[src/rtl/adc_pkg.sv]
// Shared types and helpers for the flash-ADC thermometer front end.
// Holds the comparator count, the binary code width and the thermometer word type.
// therm_is_legal() accepts only words of the form 0..01..1, including all-zeros and all-ones.
package adc_pkg;

  localparam int ADC_N_CMP = 15;
  localparam int ADC_BIN_W = 4;

  typedef logic [ADC_N_CMP-1:0] therm_t;

  // A legal thermometer word is a run of ones starting at bit0. Adding one to
  // such a word yields a single set bit with no overlap. The extra MSB lets the
  // all-ones word carry out cleanly.
  function automatic logic therm_is_legal(input therm_t c);
    logic [ADC_N_CMP:0] w;
    w = {1'b0, c};
    return ((w & (w + (ADC_N_CMP+1)'(1))) == '0);
  endfunction

endpackage

[src/rtl/adc_bubble_fix.sv]
// 3-input majority bubble correction followed by a thermometer legality check.
// Latency: purely combinational.
// Backpressure: none.
// Ports: s (synchronised comparator word), c (corrected word), legal (c is a thermometer code).
module adc_bubble_fix
  import adc_pkg::*;
#(
  parameter int N_CMP = ADC_N_CMP
) (
  input  logic [N_CMP-1:0] s,
  output logic [N_CMP-1:0] c,
  output logic             legal
);

  // Pad below bit0 with a one and above the top bit with a zero. Then the edge
  // comparators vote against the value that a perfect ladder would show there.
  logic [N_CMP+1:0] ext;

  always_comb begin
    ext = {1'b0, s, 1'b1};
    c   = '0;
    for (int i = 0; i < N_CMP; i++) begin
      c[i] = (ext[i] & ext[i+1]) | (ext[i] & ext[i+2]) | (ext[i+1] & ext[i+2]);
    end
  end

  if (N_CMP == ADC_N_CMP) begin : g_pkg_legal
    assign legal = therm_is_legal(c);
  end else begin : g_gen_legal
    logic [N_CMP:0] w;
    assign w     = {1'b0, c};
    assign legal = ((w & (w + (N_CMP+1)'(1))) == '0);
  end

endmodule

[src/rtl/sync_ff.sv]
// Multi-stage flop synchroniser for asynchronous inputs, one chain per bit.
// Latency: STAGES clk cycles from d to q.
// Backpressure: none; it samples every cycle.
// Ports: clk, rst (sync, active-high, clears all stages), d (async in), q (synchronised out).
module sync_ff #(
  parameter int WIDTH  = 1,
  parameter int STAGES = 2
) (
  input  logic             clk,
  input  logic             rst,
  input  logic [WIDTH-1:0] d,
  output logic [WIDTH-1:0] q
);

  logic [STAGES-1:0][WIDTH-1:0] sync_q;
  logic [STAGES-1:0][WIDTH-1:0] sync_d;

  // Stage 0 takes the raw input; each later stage takes the one before it.
  always_comb begin
    sync_d = {sync_q[STAGES-2:0], d};
  end

  always_ff @(posedge clk) begin
    if (rst) sync_q <= '0;
    else     sync_q <= sync_d;
  end

  assign q = sync_q[STAGES-1];

endmodule

[src/rtl/adc_therm_capture.sv]
// Synchronises raw comparators, bubble-corrects them on a divided strobe and registers the thermometer word.
// Latency: s is sampled on the strobe cycle and ith_valid rises on the next clk edge; cmp_in to ith is SYNC_STAGES+1.
// Backpressure: a strobe that arrives while ith is held unaccepted is dropped and counted in overrun_cnt.
// Ports: clk, rst (sync, active-high), en, cnt_clr, cmp_in (async), ith/ith_valid/ith_ready (handshake),
//        code_err (qualifies ith), overrun_cnt, and bubble_cnt when ADC_THERM_BUBBLE_CNT_EN is defined.
module adc_therm_capture
  import adc_pkg::*;
#(
  parameter int N_CMP       = ADC_N_CMP,
  parameter int SAMPLE_DIV  = 4,
  parameter int SYNC_STAGES = 2,
  parameter int CNT_W       = 8
) (
  input  logic             clk,
  input  logic             rst,
  input  logic             en,
  input  logic             cnt_clr,
  input  logic [N_CMP-1:0] cmp_in,
  output logic [N_CMP-1:0] ith,
  output logic             ith_valid,
  input  logic             ith_ready,
  output logic             code_err,
`ifdef ADC_THERM_BUBBLE_CNT_EN
  output logic [CNT_W-1:0] bubble_cnt,
`endif
  output logic [CNT_W-1:0] overrun_cnt
);

  localparam int DIV_W = (SAMPLE_DIV > 1) ? $clog2(SAMPLE_DIV) : 1;

  logic [N_CMP-1:0] s;
  logic [N_CMP-1:0] c;
  logic             legal;

  sync_ff #(
    .WIDTH (N_CMP),
    .STAGES(SYNC_STAGES)
  ) u_sync (
    .clk(clk),
    .rst(rst),
    .d  (cmp_in),
    .q  (s)
  );

  adc_bubble_fix #(
    .N_CMP(N_CMP)
  ) u_fix (
    .s    (s),
    .c    (c),
    .legal(legal)
  );

  logic [DIV_W-1:0] cnt_q, cnt_d;
  logic [N_CMP-1:0] ith_q, ith_d;
  logic             ith_valid_q, ith_valid_d;
  logic             code_err_q, code_err_d;
  logic [CNT_W-1:0] overrun_q, overrun_d;
  logic             strobe;
  logic             load;
  logic             drop;

  assign strobe = en & (cnt_q == DIV_W'(SAMPLE_DIV - 1));
  // Loading is allowed when the slot is empty or being emptied this same cycle.
  // That gives back-to-back delivery with no bubble.
  assign load   = strobe & (~ith_valid_q | ith_ready);
  assign drop   = strobe & ~load;

  always_comb begin
    cnt_d = cnt_q + DIV_W'(1);
    if (!en || strobe) cnt_d = '0;
  end

  always_comb begin
    ith_d       = ith_q;
    code_err_d  = code_err_q;
    ith_valid_d = ith_valid_q;
    if (load) begin
      ith_d       = c;
      code_err_d  = ~legal;
      ith_valid_d = 1'b1;
    end else if (!strobe && ith_valid_q && ith_ready) begin
      ith_valid_d = 1'b0;
    end
  end

  always_comb begin
    overrun_d = overrun_q;
    if (cnt_clr)                 overrun_d = '0;
    else if (drop && !(&overrun_q)) overrun_d = overrun_q + CNT_W'(1);
  end

  always_ff @(posedge clk) begin
    if (rst) begin
      cnt_q       <= '0;
      ith_q       <= '0;
      ith_valid_q <= 1'b0;
      code_err_q  <= 1'b0;
      overrun_q   <= '0;
    end else begin
      cnt_q       <= cnt_d;
      ith_q       <= ith_d;
      ith_valid_q <= ith_valid_d;
      code_err_q  <= code_err_d;
      overrun_q   <= overrun_d;
    end
  end

  assign ith         = ith_q;
  assign ith_valid   = ith_valid_q;
  assign code_err    = code_err_q;
  assign overrun_cnt = overrun_q;

`ifdef ADC_THERM_BUBBLE_CNT_EN
  logic [CNT_W-1:0] bubble_q, bubble_d;

  // Counts accepted samples where the majority vote changed at least one bit.
  always_comb begin
    bubble_d = bubble_q;
    if (cnt_clr)                                  bubble_d = '0;
    else if (load && (c != s) && !(&bubble_q))    bubble_d = bubble_q + CNT_W'(1);
  end

  always_ff @(posedge clk) begin
    if (rst) bubble_q <= '0;
    else     bubble_q <= bubble_d;
  end

  assign bubble_cnt = bubble_q;
`endif

endmodule

[config.mk]
export PLATFORM = sky130hd
export DESIGN_NAME = adc_therm_capture
export DESIGN_NICKNAME = d
export VERILOG_FILES = /design/src/rtl/adc_pkg.sv /design/src/rtl/adc_bubble_fix.sv /design/src/rtl/sync_ff.sv /design/src/rtl/adc_therm_capture.sv
export SDC_FILE = /design/constraint.sdc
export NUM_CORES = 1
export LEC_CHECK = 0
export ABC_AREA = 1
export CAP_MARGIN = 10
export CORE_UTILIZATION = 50
export DETAILED_ROUTE_END_ITERATION = 8
export GPL_TIMING_DRIVEN = 0
export PLACE_DENSITY = 0.78
export SKIP_CTS_REPAIR_TIMING = 1
export SLEW_MARGIN = 10
export SYNTH_ARGS = -nofsm -noshare
export SYNTH_HDL_FRONTEND = slang
export SYNTH_SLANG_ARGS = --single-unit
[constraint.sdc]
create_clock -name clk -period 1.5 [get_ports clk]
set_input_delay 0.3 -clock clk [delete_from_list [all_inputs] [get_ports clk]]
set_output_delay 0.3 -clock clk [all_outputs]
set_load 0.02 [all_outputs]
After elaboration in Yosys (flattened, before gate mapping)
Cells that the tools add are included.
- bits in registers: 57
- output and inout port bits: 25
- input port bits: 20
- bitwise gates (word level): 63
- reduce and logical (&&, ||, !) cells: 12
- add/sub/neg operators: 3
- equality and inequality tests: 1
- mux-type cells: 2
- operators by type and width (kind ; count):
    bitwise AND 1 bit ; 30
    bitwise OR 1 bit ; 29
    adder 15 x 1 -> 16 bit, second input constant ; 1
    bitwise AND 15 x 16 -> 16 bit ; 1
    logical NOT 16 bit ; 1
    adder 8 x 1 -> 8 bit, second input constant ; 1
    AND reduction 8 bit ; 1
    OR reduction 2 bit ; 2
    logical AND 1 bit ; 3
    logical NOT 1 bit ; 3
    NOT 1 bit ; 3
    adder 2 x 1 -> 2 bit, second input constant ; 1
    == test 2 bit, second input constant ; 1
    two-way mux 1 bit ; 2
    nonzero test 2 bit ; 1
    logical OR 1 bit ; 1

Logic depth before layout (Yosys ltp)
- depth after elaboration: 7
- mapped depth: 10
- mapped depth without buffers: 10

Cells and area by module
From an unflattened synthesis, not the netlist that was laid out.
- cells, all modules: 348
- area total of the unflattened synthesis: 2492.4 µm²
- by module, submodules not included (module ; area an instance (µm²) ; times used ; cells an instance):
    adc_therm_capture ; 1212.4 ; 1 ; 153
    sync_ff ; 859.6 ; 1 ; 93
    adc_bubble_fix ; 420.4 ; 1 ; 102

Worst setup path after synthesis
Ideal clock, no wire load.
- path type: register -> register
- start: register overrun_q[1] (netlist: overrun_cnt[1])
- end: register overrun_q[1] (netlist: overrun_cnt[1])
- clock period less this slack: 1.407 ns
- cell stages (with the launch flop): 8
- buffers on the path: 0
- path slack: 0.093 ns
- data arrival time: 1.292 ns
- setup time: 0.116 ns
- cells stage by stage: dfxtp_1 ha_1 and3_2 nand4_4 nand2_4 inv_4 nor2_1 nor2_1
- cells in the longest elaborated chain, start to end: 3
- elaborated cells between the ends (all ways): 4
- ends and longest elaborated chain (what ; RTL line ; source):
    start, declared ; adc_therm_capture.sv:57 ; logic [CNT_W-1:0] overrun_q, overrun_d;
    start signal, assigned ; adc_therm_capture.sv:104 ; overrun_q <= overrun_d;
    branches (longest 3 deep; another with adder 8 x 1 -> 8 bit) ; n/a ;
Several ways; the timed one is not identified.
A chain may end at the register's enable or synchronous reset.

Worst setup path in the final report
Same ends and word-level chain as after synthesis.

==> flow_summary.json <==
{
  "status": "finished, final reports clean",
  "internal-power_mw": 2.88,
  "die_y_um": 69.9,
  "place_congestion": 0.881,
  "arrival_ps": 1630,
  "crit_chain": "ha_1 > and3_2 > nand4_4 > nand2_4 > inv_4 > nor2_1 > nor2_1",
  "cts-root-buf": "clkbuf_8",
  "synth-edff-count": 0,
  "fmax_mhz": 710,
  "first_pass_iters": 4,
  "leakage_nw": 1.87,
  "worstSetupStartpointType": "flop",
  "ioPinCount": 45,
  "area_growth_pct": 37.0,
  "initial_core_util_pct": 52.7,
  "grt_pass1_vias": 1731,
  "ys.flop_type": "dfxtp_1",
  "antenna_found_initial": 0,
  "nets": 389,
  "ant_nets": 0,
  "cp.required_ps": 1720,
  "async_flop_share_pct": 0,
  "power_density_nw_per_um2": 1130,
  "netlist_area_um2": 2310,
  "grt_max_degree": 11,
  "critPathTopFamily": "simple AND/OR/NAND/NOR gates",
  "grt-busiest-layer": "met2",
  "cts_tree": "yes",
  "post-dp-hpwl_um": 2960,
  "cts_max_level": 3,
  "r2r_slack_ps": 90,
  "drive_gt1_share_pct": 9.95,
  "max-slew-margin-rel_pct": 72.5,
  "syn_avg_cell_area_um2": 7.42,
  "portBuffers": 43,
  "p_sw_uw": 691,
  "cp_max_fo": 9,
  "drcViolationCount": 0,
  "fill_cells": 350,
  "gr-usage-met2_pct": 28.8,
  "syn_inst": 311,
  "clock_latency_ps": 320,
  "slowest_delay_ps": 380,
  "fin_skew_ps": 5.64,
  "worst_slew_pin_slew_ps": 412,
  "grt_overflow": 0,
  "ys_ff_latch": 57,
  "wire_per_inst_um": 10.1,
  "numCtsBuffers": 9,
  "clk_pin_slew_ps": 60,
  "met1_usage_pct": 24.2,
  "yosysWarningCount": 0,
  "drv_cap": 0,
  "cp_slowest_cell": "dfxtp_1",
  "dieArea_um2": 4890,
  "cts_buffer_depth": 2,
  "critPathCaptureType": "flop",
  "coreArea_um2": 4380,
  "syn-num-nets": 333,
  "wl_um": 4300,
  "grt_pass1_wl_um": 7350,
  "cpMostUsedCell": "nor2_1",
  "drt_iter0_markers": 54,
  "diodes": 0,
  "grtUsageTotal_pct": 19.0,
  "synthDistinctLibCells": 30,
  "finalSetupViolations": 0,
  "final.period_utilization_pct": 93.9,
  "hp-class": "input pin to flop",
  "cts_sinks": 57,
  "period_minus_slack_ps": 1410,
  "finalHoldViolCount": 0,
  "final-max-slew-violation-count": 0,
  "vias": 1978,
  "die_w_um": 69.9,
  "vias_per_cell": 4.67,
  "seq_power_share_pct": 44.1,
  "std_cell_rows": 24,
  "vdd_ir_drop_max_mv": 1.32,
  "clkPwrFrac_pct": 50.9,
  "placed_area_um2": 2800,
  "swShare_pct": 19.3,
  "met3_usage_pct": 7.22,
  "ys_seq_area_share_pct": 49.4,
  "pwr-share-comb_pct": 4.9,
  "setup_tns_ps": 0,
  "final_area_um2": 3160,
  "crit_buf_inv": 1,
  "worstSetupPathType": "flop to flop"
}
placed cells by master (no fill, tap or decap):
master	n
ha_1	1
ha_4	1
nor2_4	2
nand3b_1	1
clkbuf_1	4
xnor2_1	2
clkinvlp_4	1
buf_4	3
or2_1	1
inv_1	55
nand2_1	57
nand3_1	9
dfxtp_1	57
a21oi_1	21
nor2_2	2
nand2_4	2
xor2_1	2
dlymetal6s2s_1	25
and3_2	1
a21oi_2	1
nor2_1	58
clkbuf_8	12
inv_4	1
nand4_4	1
nor2_8	1
inv_2	2
nand2_2	1
o21ai_1	2
buf_6	1
buf_2	1
nor3_2	1
bufinv_16	3
nand4_1	4
and2_1	1
clkdlybuf4s50_1	18
o21ai_0	17
worst paths after layout:
kind,startpoint,to,cells past startpoint
worst min register to register,u_sync.sync_d[20],u_sync.q[5],2
worst max-delay path,overrun_cnt[1],overrun_cnt[1],7
worst max register to register,overrun_cnt[1],overrun_cnt[1],7
worst min-delay path,rst,ith_valid,2
power groups by stage:
stage               registers (mW)  logic (mW)  clock network (mW)
floorplan                     1.61      0.0962                   0
global placement              1.61       0.169                   0
detailed placement            1.61       0.174                   0
CTS                           1.58       0.175                1.85
global route                  1.58       0.201                1.92
finish                        1.58       0.175                1.82
flip-flops by register name, indices dropped and copies added, names as in the netlist:
register	flops
cnt_q	2
u_sync.sync_d	15
overrun_cnt	8
code_err	1
u_sync.q	15
ith_valid	1
ith	15
cells in the mapped netlist, types with 2 or more instances:
cell	n	area, µm²
xor2_1	2	17.5
o21ai_0	17	85.1
dfxtp_1	57	1140
nand2_1	57	214
nand3_1	9	45.0
inv_1	55	206
o21ai_1	2	10.0
inv_2	2	7.51
a21oi_1	21	105
ha_1	2	25.0
nor2_4	2	22.5
clkbuf_1	4	15.0
nor2_2	2	12.5
nand4_1	4	25.0
xnor2_1	2	17.5
nand2_2	2	12.5
nor2_1	58	218
final cells by class:
cell class              count  area [µm²]  share of cell area (%)
clock inverters             4        97.6                    3.09
multi-input cells         189         926                    29.3
plain buffers               7        38.8                    1.23
repair buffers             45         508                    16.1
clock buffers              12         165                    5.22
well taps                  52        65.1                    2.06
inverters                  58         220                    6.96
flip-flops and latches     57        1140                    36.1
through the flow:
step                      power, mW  setup WS, ps  std cells  hold WS [ps]  util (%)
after floorplan                1.71          92.6        311           388         -
after global placement         1.78          -199        406           391      64.0
final                          3.57          91.7        424           251      72.1
after global routing           3.71         -5.50        424           253      72.1
after detailed placement       1.78          -198        406           392      64.0
after CTS                      3.60          -224        422           242      69.9
cell families after synthesis:
group           count (synthesis)  synth area share [%]
flops                          57                  49.4
compound gates                 41                  9.05
fa+ha+maj                       2                  1.08
xor+xnor                        4                  1.52
simple gates                  142                  27.7
buf+inv                        65                  11.2
layer usage:
metal	routed length [µm]	vias up	part of all wire, %
li1	-	1058	-
met1	2000	857	46
met2	2030	55	47
met3	200	8	4.6
met4	76	0	1.8
met5	0	-	0
Note: power is estimated with default switching activity, not from simulation.
